`config.mk`:
```
export PLATFORM = sky130hd
export DESIGN_NAME = sobel_row_feeder
export DESIGN_NICKNAME = d
export VERILOG_FILES = /design/src/rtl/sobel_row_feeder.sv
export SDC_FILE = /design/constraint.sdc
export NUM_CORES = 2
export LEC_CHECK = 0
export ABC_AREA = 1
export CORE_MARGIN = 10
export CORE_UTILIZATION = 45
export CTS_CLUSTER_DIAMETER = 50
export CTS_CLUSTER_SIZE = 12
export DETAILED_ROUTE_END_ITERATION = 7
export PLACE_DENSITY = 0.7
export SLEW_MARGIN = 10
export SYNTH_ARGS = -nofsm -noshare
export SYNTH_HDL_FRONTEND = slang
export SYNTH_SLANG_ARGS = --single-unit
export TNS_END_PERCENT = 1
```
`constraint.sdc`:
```
create_clock -name clk -period 1.7 [get_ports clk]
set_input_delay 0.34 -clock clk [delete_from_list [all_inputs] [get_ports clk]]
set_output_delay 0.34 -clock clk [all_outputs]
set_load 0.005 [all_outputs]
```
`src/rtl/sobel_row_feeder.sv`:
```
// rtl/sobel_row_feeder.sv - serial pixels to double-buffered parallel rows for the Sobel array
// Define SOBEL_FEED_PAD_EN to append an all-zero pad row after each frame's final row.
module sobel_row_feeder #(
  parameter int SIZE = 100,
  parameter int ROWS = 100
) (
  input  logic                     clk,
  input  logic                     rst,
  input  logic [7:0]               pix_in,
  input  logic                     pix_valid,
  output logic                     pix_ready,
  input  logic                     sof,
  output logic [7:0]               arr_out [SIZE],
  output logic                     row_valid,
  input  logic                     row_ready,
  output logic [$clog2(ROWS)-1:0]  row_idx,
  output logic                     last_row,
  output logic                     sof_err
);

  localparam int CW = $clog2(SIZE);
  localparam int RW = $clog2(ROWS);
  localparam logic [CW-1:0] COL_LAST = CW'(SIZE - 1);
  localparam logic [RW-1:0] ROW_LAST = RW'(ROWS - 1);

  logic [7:0]    fill_q [SIZE];
  logic [7:0]    fill_d [SIZE];
  logic [7:0]    arr_q  [SIZE];
  logic [7:0]    arr_d  [SIZE];
  logic [CW-1:0] col_q, col_d;
  logic [RW-1:0] wrow_q, wrow_d;
  logic [RW-1:0] fill_tag_q, fill_tag_d;
  logic [RW-1:0] row_idx_q, row_idx_d;
  logic          fill_full_q, fill_full_d;
  logic          row_valid_q, row_valid_d;
  logic          last_row_q, last_row_d;
  logic          sof_err_q, sof_err_d;
`ifdef SOBEL_FEED_PAD_EN
  logic          fill_pad_q, fill_pad_d;
`endif

  logic out_free, xfer, block, ready_c, accept, row_done, bypass;

  always_comb begin
    out_free = !row_valid_q || row_ready;
    xfer     = fill_full_q && out_free;
`ifdef SOBEL_FEED_PAD_EN
    // Intake pauses while the final row or its pad still waits in the fill buffer.
    block    = fill_full_q && (fill_pad_q || fill_tag_q == ROW_LAST);
`else
    block    = 1'b0;
`endif
    ready_c  = !block && (!fill_full_q || xfer);
    accept   = pix_valid && ready_c;
    row_done = accept && !sof && (col_q == COL_LAST);
    // A row completing into an empty fill buffer goes straight to the output register.
    bypass   = row_done && out_free && !fill_full_q;
  end

  always_comb begin
    fill_d      = fill_q;
    arr_d       = arr_q;
    col_d       = col_q;
    wrow_d      = wrow_q;
    fill_tag_d  = fill_tag_q;
    fill_full_d = fill_full_q;
    row_valid_d = row_valid_q;
    row_idx_d   = row_idx_q;
    last_row_d  = last_row_q;
    sof_err_d   = 1'b0;
`ifdef SOBEL_FEED_PAD_EN
    fill_pad_d  = fill_pad_q;
`endif

    if (accept) begin
      if (sof) begin
        fill_d[0] = pix_in;
        col_d     = CW'(1);
        wrow_d    = '0;
        sof_err_d = (col_q != '0);
      end else begin
        fill_d[col_q] = pix_in;
        if (row_done) begin
          col_d  = '0;
          wrow_d = (wrow_q == ROW_LAST) ? '0 : wrow_q + RW'(1);
        end else begin
          col_d  = col_q + CW'(1);
        end
      end
    end

    if (xfer) begin
      row_valid_d = 1'b1;
`ifdef SOBEL_FEED_PAD_EN
      if (fill_pad_q) begin
        for (int c = 0; c < SIZE; c++) arr_d[c] = 8'd0;
        row_idx_d   = ROW_LAST;
        last_row_d  = 1'b1;
        fill_full_d = 1'b0;
        fill_pad_d  = 1'b0;
      end else begin
        arr_d       = fill_q;
        row_idx_d   = fill_tag_q;
        last_row_d  = 1'b0;
        fill_full_d = (fill_tag_q == ROW_LAST);
        fill_pad_d  = (fill_tag_q == ROW_LAST);
      end
`else
      arr_d       = fill_q;
      row_idx_d   = fill_tag_q;
      last_row_d  = (fill_tag_q == ROW_LAST);
      fill_full_d = 1'b0;
`endif
    end else if (bypass) begin
      for (int c = 0; c < SIZE; c++) arr_d[c] = fill_q[c];
      arr_d[SIZE-1] = pix_in;
      row_valid_d   = 1'b1;
      row_idx_d     = wrow_q;
`ifdef SOBEL_FEED_PAD_EN
      last_row_d    = 1'b0;
      if (wrow_q == ROW_LAST) begin
        fill_full_d = 1'b1;
        fill_pad_d  = 1'b1;
      end
`else
      last_row_d    = (wrow_q == ROW_LAST);
`endif
    end else if (row_valid_q && row_ready) begin
      row_valid_d = 1'b0;
    end

    if (row_done && !bypass) begin
      fill_full_d = 1'b1;
      fill_tag_d  = wrow_q;
    end
  end

  always_ff @(posedge clk) begin
    if (rst) begin
      for (int c = 0; c < SIZE; c++) begin
        fill_q[c] <= 8'd0;
        arr_q[c]  <= 8'd0;
      end
      col_q       <= '0;
      wrow_q      <= '0;
      fill_tag_q  <= '0;
      fill_full_q <= 1'b0;
      row_valid_q <= 1'b0;
      row_idx_q   <= '0;
      last_row_q  <= 1'b0;
      sof_err_q   <= 1'b0;
`ifdef SOBEL_FEED_PAD_EN
      fill_pad_q  <= 1'b0;
`endif
    end else begin
      fill_q      <= fill_d;
      arr_q       <= arr_d;
      col_q       <= col_d;
      wrow_q      <= wrow_d;
      fill_tag_q  <= fill_tag_d;
      fill_full_q <= fill_full_d;
      row_valid_q <= row_valid_d;
      row_idx_q   <= row_idx_d;
      last_row_q  <= last_row_d;
      sof_err_q   <= sof_err_d;
`ifdef SOBEL_FEED_PAD_EN
      fill_pad_q  <= fill_pad_d;
`endif
    end
  end

  assign pix_ready = ready_c;
  assign arr_out   = arr_q;
  assign row_valid = row_valid_q;
  assign row_idx   = row_idx_q;
  assign last_row  = last_row_q;
  assign sof_err   = sof_err_q;

endmodule

```
==> impl_metrics.tcl <==
set metrics [dict create \
    synthFlopType "dfxtp_1" \
    vdd_drop_max_uv 714 \
    synth_warnings 0 \
    worst_slew_pin_slew_ps 739 \
    synth_seq_cells 1632 \
    drc 0 \
    num_vias 61300 \
    drive_above_1_share_pct 12.9 \
    crit_arrival_ps 2710 \
    postSynth.asyncResetShare_pct 0 \
    dp_cells 11700 \
    synth.avg_cell_area_um2 7.03 \
    violations "setup timing" \
    mostFrequentLayoutCell "nor2_1" \
    worstSetupPathType "flip-flop to flip-flop" \
    seq_area_frac_synth_pct 51.0 \
    finalSetupViolations 2045 \
    fin_crit_ps 1970 \
    dieArea_um2 158000 \
    portBuffers 823 \
    required_ps 2440 \
    period_share_pct 116 \
    nets 10000 \
    final_cell_mix "nor2_1 (2257), nand2_1 (1825), dfxtp_1 (1399), inv_1 (896), dlygate4sd2_1 (796)" \
    fmax_ghz 0.508 \
    fillCellCount 13000 \
    die_w_um 397 \
    path_clk_slew_ps 60 \
    finalMaxSlewViolations 0 \
    rsz0062_at_grt "yes" \
    leakage_nw 43.0 \
    avgRoutedWirePerCell_um 19.3 \
    grt_pass1_wl_um 345000 \
    instances_no_fill 12000 \
    dpl.hpwl_um 158000 \
    syn-num-nets 9133 \
    drt-initial-drc-count 5366 \
    maxCapViolations 0 \
    synth_edf_count 0 \
    netlist_area_um2 64100 \
    clock-sinks 1632 \
    tritoncts "done" \
    initial_core_util_pct 45.3 \
    area_growth_pct 29.9 \
    htree_levels 4 \
    grt_usage_pct 27.7 \
    routed_wl_um 232000 \
    rows 138 \
    fin_util_pct 58.8 \
    antenna_found_initial 7 \
    cts_made_buffers 171 \
    drt-pass1-iter-count 7 \
    grt_max_degree 132 \
    io_pins 824 \
    postSynthCellCount 9117 \
    cts_buffer_depth 3 \
    gp_congestion 0.880 \
    worst_slack_ps -267 \
    clkLatencyLatePin_ps 820 \
    cp_max_fo 23 \
    cp-start-kind "flip-flop" \
    cts-root-buf "clkbuf_16" \
    synth_cell_types 27 \
    min_path_type "primary input to flip-flop" \
    gr-total-overflow 0 \
    avgViaCountPerCell 5.11 \
    core_um2 142000 \
    antenna_left 0 \
    grt_pass1_vias 58000 \
    die_height_um 397 \
    end_kind "flip-flop" \
    finClkSkew_ps 31.1 \
    status "finished, violations left" \
    hold_viol 0 \
    powerDensity_nw_per_um2 915 \
    relSlewSlack_pct 50.8 \
]
==> flip-flops by register name (all words and copies together), names as in the netlist <==
register,count
arr_out,800
sof_err,1
fill_full_q,1
last_row,1
col_q,7
row_idx,7
wrow_q,7
fill_tag_q,7
fill_q,800
row_valid,1
==> power by group <==
part	switching, W	internal [W]	total, W
logic	0.00165	0.000529	0.00217
clock network	0.0157	0.0200	0.0358
registers	0.0000246	0.0382	0.0382
total	0.0174	0.0587	0.0761
==> through the flow <==
step	instance area, um^2	setup WS, ps	setup TNS, ps	total power, W	hold WS [ps]
3_3_place_gp	77300	-966	-1089850	0.0412	450
5_1_grt	83200	-350	-387290	0.0782	76.0
3_5_place_dp	77300	-977	-1115230	0.0412	454
6_report	83200	-267	-196340	0.0761	59.0
4_1_cts	82300	-268	-302960	0.0765	4.74
2_1_floorplan	64200	6.34	0	0.0401	441
==> cell usage after synthesis (3+ instances only) <==
library cell  instances  area [um^2]
nand3_2             119         1190
buf_2               124          621
buf_1                25         93.8
buf_6                24          270
nor2_2                6         37.5
nand3_1             732         3660
o21ai_0             315         1580
a21oi_1             562         2810
nand2_1            1860         6980
nand4_1               4         25.0
nor2_1             2340         8780
buf_4                 6         45.0
ha_1                  3         37.5
inv_1               944         3540
inv_2                 3         11.3
dfxtp_1            1632        32700
clkbuf_1            375         1410
nand2_2              30          188
==> what timing repair did <==
action                                   CTS  global route
hold buffers                               2             0
pin swaps                                  9            22
endpoints found under the hold margin     20             0
gates cloned                               4             9
setup buffers                              9             7
endpoints found under the setup margin  2411          2418
resized for setup                       1223           227
==> logic make-up after synthesis <==
logic type                 count (synthesis)  synth area share, %
AOI/OAI and AO/OA                        881                 6.89
xor gates and xnor gates                   2               0.0273
adders and majority gates                  3               0.0586
buffers and inverters                   1503                 9.36
DFF                                     1632                 51.0
and+or+nand+nor                         5096                 32.7
==> path summary, 6_finish.rpt <==
check | startpoint | endpoint | slack, ps | cells after the start
hold reg to reg | fill_q[547]$_SDFFE_PP0P_ | fill_q[547]$_SDFFE_PP0P_ | 460 | 2
hold / removal | sof | col_q[1]$_SDFFE_PP0P_ | 60 | 5
setup / recovery | col_q[1]$_SDFFE_PP0P_ | arr_out[356]$_SDFFE_PP0P_ | -270 | 12
setup reg to reg | col_q[1]$_SDFFE_PP0P_ | arr_out[356]$_SDFFE_PP0P_ | -270 | 12
==> worst max-delay path, cell delays in order (launching register included) <==
cell and delay, ps:
dfxtp_4 360, ha_4 130, inv_2 40, nor2_4 90, nand3_4 90, nor2_4 200
nand2_8 140, buf_16 190, buf_6 160, buf_16 160, nand3_1 100, nand2_1 70
nor2_1 130
==> area by class of cell <==
class	instances	area, um^2	area share [%]
multi-input combinational	5982	26000	31.2
inverter	949	3660	4.40
tap	1890	2360	2.84
antenna	3	7.51	0.00902
sequential	1632	33100	39.8
timing repair buffer	1292	13000	15.6
clock inverter	42	533	0.640
clock buffer	206	4630	5.56
==> metal layers <==
metal  up-vias  GRT usage (%)  wire, um
met5         -              0        49
met4         8           13.4     11900
met3       529           5.86     19500
met2      2456           44.2    105000
met1     28600           35.5     95400
li1      29700              -         -
Note: power is estimated with default switching activity, not from simulation.
